## src/rtl/phase_timer_if.sv

```systemverilog
// Request/done bundle between the light-control FSM (master) and phase_timer (slave).
interface phase_timer_if #(
  parameter int CNT_W = 32
);
  logic             reds_on_flag;
  logic             need_white2Tminus_flag;
  logic             need_green2yellow_flag;
  logic             need_red_flag;
  logic             white2Tminus_flag;
  logic             green2yellow_flag;
  logic             red_flag;
  logic             busy;
  logic [CNT_W-1:0] remaining;

  modport master (
    output reds_on_flag, need_white2Tminus_flag, need_green2yellow_flag, need_red_flag,
    input  white2Tminus_flag, green2yellow_flag, red_flag, busy, remaining
  );

  modport slave (
    input  reds_on_flag, need_white2Tminus_flag, need_green2yellow_flag, need_red_flag,
    output white2Tminus_flag, green2yellow_flag, red_flag, busy, remaining
  );
endinterface

```

## src/rtl/phase_timer.sv

```systemverilog
// Phase duration timer answering the light-control FSM's need_* requests with done flags.
// Optional PHASE_TIMER_HOLD_EN: done flag held until the latched request drops.
module phase_timer #(
  parameter int CNT_W        = 32,
  parameter int WHITE_CYCLES = 500,
  parameter int GREEN_CYCLES = 300,
  parameter int RED_CYCLES   = 100
) (
  input  logic          clk,
  input  logic          reset,
  phase_timer_if.slave  bus
);
  typedef enum logic [1:0] {IDLE, RUN, DONE, WAIT_DROP} state_t;
  typedef enum logic [1:0] {PH_WHITE, PH_GREEN, PH_RED} phase_t;

  localparam logic [CNT_W-1:0] WHITE_LOAD = CNT_W'(WHITE_CYCLES - 1);
  localparam logic [CNT_W-1:0] GREEN_LOAD = CNT_W'(GREEN_CYCLES - 1);
  localparam logic [CNT_W-1:0] RED_LOAD   = CNT_W'(RED_CYCLES - 1);

  state_t           state_q, state_d;
  phase_t           phase_q, phase_d;
  logic [CNT_W-1:0] count_q, count_d;
  logic [CNT_W-1:0] remaining_q, remaining_d;
  logic             busy_q, busy_d;
  logic             white_q, white_d;
  logic             green_q, green_d;
  logic             red_q, red_d;
  logic             req_latched;
  logic             any_req;

  always_comb begin
    unique case (phase_q)
      PH_RED:   req_latched = bus.need_red_flag;
      PH_GREEN: req_latched = bus.need_green2yellow_flag;
      default:  req_latched = bus.need_white2Tminus_flag;
    endcase
    any_req = bus.need_red_flag | bus.need_green2yellow_flag | bus.need_white2Tminus_flag;

    state_d = state_q;
    phase_d = phase_q;
    count_d = count_q;

    case (state_q)
      IDLE: begin
        if (any_req) begin
          state_d = RUN;
          if (bus.need_red_flag) begin
            phase_d = PH_RED;
            count_d = RED_LOAD;
          end else if (bus.need_green2yellow_flag) begin
            phase_d = PH_GREEN;
            count_d = GREEN_LOAD;
          end else begin
            phase_d = PH_WHITE;
            count_d = WHITE_LOAD;
          end
        end
      end
      RUN: begin
        // A withdrawn request aborts silently, even on the final count.
        if (!req_latched) begin
          state_d = IDLE;
          count_d = '0;
        end else if (count_q == '0) begin
          state_d = DONE;
        end else begin
          count_d = count_q - CNT_W'(1);
        end
      end
      DONE: begin
`ifdef PHASE_TIMER_HOLD_EN
        if (!req_latched) state_d = IDLE;
`else
        state_d = WAIT_DROP;
`endif
      end
      WAIT_DROP: begin
        if (!req_latched) state_d = IDLE;
      end
      default: state_d = IDLE;
    endcase

    if (bus.reds_on_flag) begin
      state_d = IDLE;
      count_d = '0;
    end

    // Outputs are registered, so derive them from the next state.
    busy_d      = (state_d == RUN);
    remaining_d = busy_d ? count_d + CNT_W'(1) : '0;
    white_d     = (state_d == DONE) && (phase_d == PH_WHITE);
    green_d     = (state_d == DONE) && (phase_d == PH_GREEN);
    red_d       = (state_d == DONE) && (phase_d == PH_RED);
  end

  always_ff @(posedge clk) begin
    if (reset) begin
      state_q     <= IDLE;
      phase_q     <= PH_WHITE;
      count_q     <= '0;
      remaining_q <= '0;
      busy_q      <= 1'b0;
      white_q     <= 1'b0;
      green_q     <= 1'b0;
      red_q       <= 1'b0;
    end else begin
      state_q     <= state_d;
      phase_q     <= phase_d;
      count_q     <= count_d;
      remaining_q <= remaining_d;
      busy_q      <= busy_d;
      white_q     <= white_d;
      green_q     <= green_d;
      red_q       <= red_d;
    end
  end

  assign bus.white2Tminus_flag = white_q;
  assign bus.green2yellow_flag = green_q;
  assign bus.red_flag          = red_q;
  assign bus.busy              = busy_q;
  assign bus.remaining         = remaining_q;
endmodule

```

## src/flat_wrapper.sv

```systemverilog
// flat-port wrapper written by rule: the top's interface ports become plain ports
module phase_timer_flat 
#(
  parameter int CNT_W        = 32,
  parameter int WHITE_CYCLES = 500,
  parameter int GREEN_CYCLES = 300,
  parameter int RED_CYCLES   = 100
)
  (clk, reset, bus_reds_on_flag, bus_need_white2Tminus_flag, bus_need_green2yellow_flag, bus_need_red_flag, bus_white2Tminus_flag, bus_green2yellow_flag, bus_red_flag, bus_busy, bus_remaining);
  phase_timer_if #(.CNT_W(CNT_W)) bus_i ();
  input  logic clk;
  input  logic reset;
  input wire logic [$bits(bus_i.reds_on_flag)-1:0] bus_reds_on_flag;
  input wire logic [$bits(bus_i.need_white2Tminus_flag)-1:0] bus_need_white2Tminus_flag;
  input wire logic [$bits(bus_i.need_green2yellow_flag)-1:0] bus_need_green2yellow_flag;
  input wire logic [$bits(bus_i.need_red_flag)-1:0] bus_need_red_flag;
  output wire logic [$bits(bus_i.white2Tminus_flag)-1:0] bus_white2Tminus_flag;
  output wire logic [$bits(bus_i.green2yellow_flag)-1:0] bus_green2yellow_flag;
  output wire logic [$bits(bus_i.red_flag)-1:0] bus_red_flag;
  output wire logic [$bits(bus_i.busy)-1:0] bus_busy;
  output wire logic [$bits(bus_i.remaining)-1:0] bus_remaining;
  assign bus_i.reds_on_flag = bus_reds_on_flag;
  assign bus_i.need_white2Tminus_flag = bus_need_white2Tminus_flag;
  assign bus_i.need_green2yellow_flag = bus_need_green2yellow_flag;
  assign bus_i.need_red_flag = bus_need_red_flag;
  assign bus_white2Tminus_flag = bus_i.white2Tminus_flag;
  assign bus_green2yellow_flag = bus_i.green2yellow_flag;
  assign bus_red_flag = bus_i.red_flag;
  assign bus_busy = bus_i.busy;
  assign bus_remaining = bus_i.remaining;
  phase_timer #(.CNT_W(CNT_W), .WHITE_CYCLES(WHITE_CYCLES), .GREEN_CYCLES(GREEN_CYCLES), .RED_CYCLES(RED_CYCLES)) u_core (.clk(clk), .reset(reset), .bus(bus_i));
endmodule
```

## config.mk

```make
export PLATFORM = sky130hd
export DESIGN_NAME = phase_timer_flat
export DESIGN_NICKNAME = d
export VERILOG_FILES = /design/src/rtl/phase_timer_if.sv /design/src/rtl/phase_timer.sv /design/src/flat_wrapper.sv
export SDC_FILE = /design/constraint.sdc
export NUM_CORES = 1
export LEC_CHECK = 0
export ABC_AREA = 1
export CAP_MARGIN = 20
export CORE_UTILIZATION = 40
export CTS_CLUSTER_SIZE = 20
export DETAILED_ROUTE_END_ITERATION = 6
export PLACE_DENSITY = 0.61
export RECOVER_POWER = 100
export REMOVE_ABC_BUFFERS = 1
export SYNTH_ARGS = -nofsm -noshare
export SYNTH_HDL_FRONTEND = slang
export SYNTH_SLANG_ARGS = --single-unit
```

## constraint.sdc

```tcl
create_clock -name clk -period 2.4 [get_ports clk]
set_input_delay 0.36 -clock clk [delete_from_list [all_inputs] [get_ports clk]]
set_output_delay 0.36 -clock clk [all_outputs]
set_load 0.01 [all_outputs]
```

==> flow_metrics.tcl <==
set metrics [dict create \
    failed_checks "setup timing" \
    switching_share 0.365 \
    track_usage 0.312 \
    finalSetupViolCount 13 \
    grt_max_degree 39 \
    number_of_port_buffers 41 \
    synth.cell_area_um2 4980 \
    wl_per_cell_um 16.2 \
    setup_slack_on_the_worst_flop_to_flop_path_ns -0.08 \
    holdPathEnd "u_core.phase_q[1]" \
    grt_pass1_vias 5990 \
    clock.fmax_ghz 0.403 \
    synth_edf_count 0 \
    cts.clk_slew.worst_paths_ns 0.06 \
    pwr_density_cell_nw_per_um2 523 \
    antenna_found_initial 0 \
    worstPathArrival_ns 2.72 \
    path_max_fanout 4 \
    critical_path.startpoint_type "flop" \
    dieArea_um2 12900 \
    post_synth_inst_count 819 \
    ys_seq_elements 72 \
    die_h_um 114 \
    holdCritStartpoint "u_core.phase_q[1]" \
    diodes 0 \
    finalHoldViolCount 0 \
    drc_violations_left 0 \
    final.fill_count 1067 \
    die_w_um 114 \
    drt_iter0_markers 561 \
    cts_root_buffer "sky130_fd_sc_hd__clkbuf_16" \
    detailed_place_hpwl_um 15200 \
    setup_tns_ns -0.440 \
    globalRoute.totalOverflow 0 \
    nNetsFinal 1072 \
    totalWireLength_um 20000 \
    numCtsBuffers 9 \
    slew_headroom 0.702 \
    final_core_util 0.666 \
    dp.cells 1195 \
    cts_max_path_buffers 2 \
    synthDistinctLibCells 38 \
    internal_power_w 0.00267 \
    worst_hold_path.num_cells 2 \
    instances_no_fill 1234 \
    number_of_vias_in_the_routed_layout 6306 \
    async_flop_share 0 \
    pwr-share-comb 0.385 \
    cts.sink_count 72 \
    syn_to_final_growth_pct 61.3 \
    worstRegToRegCells 18 \
    hold_path.class "reg2reg" \
    synth.yosys.seq_area_share 0.289 \
    cts_htree_levels 3 \
    layout_cell_share_with_drive_strength_beyond_1 0.417 \
    power.leakage_nw 3.86 \
    core_area_um2 12100 \
    outcome "finished with violations" \
    finalCritPeriodShare 1.03 \
    timing.final.crit_period_ns 2.48 \
    crit_path_kind "reg2reg" \
    drtAntennaViolNets 0 \
    grt_first_pass_wirelength_um 30700 \
    required_worst_endpoint_ns 2.64 \
    yosys_warnings 0 \
    finalHoldWorstSlack_ns 0.596 \
    worstSetupEndpointType "flop" \
    timing_max_transition_violations_final 0 \
    synth.area.top_cells "sky130_fd_sc_hd__dfxtp_1 (29%), sky130_fd_sc_hd__nand2_1 (15%), sky130_fd_sc_hd__nor2_1 (12%), sky130_fd_sc_hd__inv_1 (5.7%), sky130_fd_sc_hd__nand3_1 (5.5%)" \
    synth_area_leader "sky130_fd_sc_hd__dfxtp_1" \
    num_io_pins 42 \
    area_of_the_multi_input_gates_um2 3620 \
    final.setup_skew_ns 0.00753 \
    proportion_of_power_drawn_by_the_clock_network 0.316 \
    avgViaCountPerCell 5.11 \
    final.setup.worst_slack_ns -0.0814 \
    r2r-end "u_core.bus.remaining[20]" \
    clk-insertion-delay-late_ns 0.35 \
    max-cap-violations 0 \
    power.share.sequential 0.299 \
    gp_congestion 0.932 \
    synth_top_area_share 0.289 \
    cell_with_the_most_instances_after_synthesis "sky130_fd_sc_hd__nand2_1" \
    worstReg2RegStart "u_core.count_q[0]" \
    cts_tree "yes" \
    synth_flop_cell "sky130_fd_sc_hd__dfxtp_1" \
    initial_util 0.413 \
    irDropWorstVdd_v 0.000341 \
    detail_route.first_pass.iterations 5 \
    cts-hold-fix-buffers 0 \
    core.rowCount 40 \
    post_synth.cell_area_avg_um2 6.08 \
    post_synth_most_frequent_cells "sky130_fd_sc_hd__nand2_1 (194), sky130_fd_sc_hd__nor2_1 (162), sky130_fd_sc_hd__inv_1 (75)" \
    switchingPower_w 0.00154 \
    sequential_cell_area_um2 1460 \
    grt_setup_unrepaired "true" \
    worst_pin_slew_ns 0.447 \
]
-- registers in the layout (all words and copies together) (netlist names) --
signal,flops
u_core.bus.busy,1
u_core.bus.green2yellow_flag,1
u_core.bus.red_flag,1
u_core.bus.remaining,32
u_core.bus.white2Tminus_flag,1
u_core.count_q,32
u_core.phase_q,2
u_core.state_q,2
-- cell type report --
type                            instances  share of cell area
Clock buffer                           11              0.0315
Tap cell                              168              0.0262
Multi-Input combinational cell        626               0.451
Inverter                              102              0.0483
Clock inverter                          5             0.00498
Sequential cell                        72               0.181
Timing Repair Buffer                  250               0.257
-- cell families (layout without fill, tap and decap cells) --
logic type,after synthesis,count (layout),synth area share
xor+xnor,6,6,0.0105
flops,72,72,0.289
buf+inv,121,368,0.0967
fa+ha+maj,5,5,0.0126
simple gates,521,521,0.486
compound gates,94,94,0.105
-- metrics by stage --
stage               power (W)  area [um2]  worst slack [ns]
finish                0.00420        8030           -0.0814
global route          0.00440        8030            -0.279
CTS                   0.00408        7560           -0.0998
detailed placement    0.00266        6930            -0.458
global placement      0.00265        6930            -0.397
floorplan             0.00199        4880            -0.237
-- power groups by stage --
| stage | Combinational [W] | Sequential, W | Clock, W |
|---|---|---|---|
| floorplan | 0.000703 | 0.00129 | 0 |
| global placement | 0.00137 | 0.00128 | 0 |
| detailed placement | 0.00138 | 0.00128 | 0 |
| CTS | 0.00148 | 0.00126 | 0.00134 |
| global route | 0.00176 | 0.00126 | 0.00138 |
| finish | 0.00162 | 0.00126 | 0.00133 |
-- worst max-delay path, stage by stage (launching register included) --
cell	delay [ns]
sky130_fd_sc_hd__dfxtp_2	0.32
sky130_fd_sc_hd__inv_2	0.08
sky130_fd_sc_hd__ha_4	0.17
sky130_fd_sc_hd__inv_2	0.03
sky130_fd_sc_hd__nor2_1	0.08
sky130_fd_sc_hd__nand2_1	0.08
sky130_fd_sc_hd__nor2_2	0.15
sky130_fd_sc_hd__nand2_4	0.08
sky130_fd_sc_hd__nand2_2	0.07
sky130_fd_sc_hd__nand3_2	0.08
sky130_fd_sc_hd__a21boi_4	0.20
sky130_fd_sc_hd__ha_4	0.17
sky130_fd_sc_hd__nand2_4	0.05
sky130_fd_sc_hd__nor2_4	0.15
sky130_fd_sc_hd__nand4_1	0.23
sky130_fd_sc_hd__nor2_4	0.22
sky130_fd_sc_hd__nand3_1	0.09
sky130_fd_sc_hd__nand2_1	0.07
sky130_fd_sc_hd__nor2_1	0.04
-- layer usage --
metal	GRT usage	routed length (um)	up-vias
met1	0.417	8940	2926
met4	0.125	588	0
met2	0.499	9110	235
met5	0	0	-
met3	0.0547	1370	41
li1	-	-	3104
-- cell usage in the layout, fill, tap and decap left out, drive strengths merged, types with 2 or more instances in the layout --
cell type      instances
clkdlybuf4s50          3
a211oi                 2
o21ai                 34
xor2                   6
nor4                   2
inv                  103
nor3                  15
dfxtp                 72
nand3                 64
a21oi                 51
nand4                 30
o221ai                 2
buf                  208
clkbuf                12
clkinv                 4
ha                     5
dlygate4sd2            2
nor2                 195
nand2                212
dlygate4sd3           36
-- how the worst max path moves through the flow --
stage | start | to | slack, ns | cells past startpoint
after detailed placement | bus_need_red_flag | u_core.bus.remaining[30] | -0.46 | 19
final | u_core.count_q[0] | u_core.bus.remaining[20] | -0.08 | 18
after global placement | bus_need_red_flag | u_core.bus.remaining[25] | -0.40 | 17
after global routing | u_core.count_q[0] | u_core.bus.remaining[12] | -0.28 | 17
after CTS | u_core.count_q[1] | u_core.bus.remaining[28] | -0.1 | 18
after floorplan | u_core.state_q[1] | u_core.bus.remaining[30] | -0.24 | 15
-- what timing repair did --
item	in CTS	in global routing
buffers inserted	11	11
pin swaps	34	58
setup endpoints to repair	28	30
hold endpoints to repair	0	0
resized for setup	77	110
cloned	0	1
No activity file was read; power rests on OpenSTA's default activity.
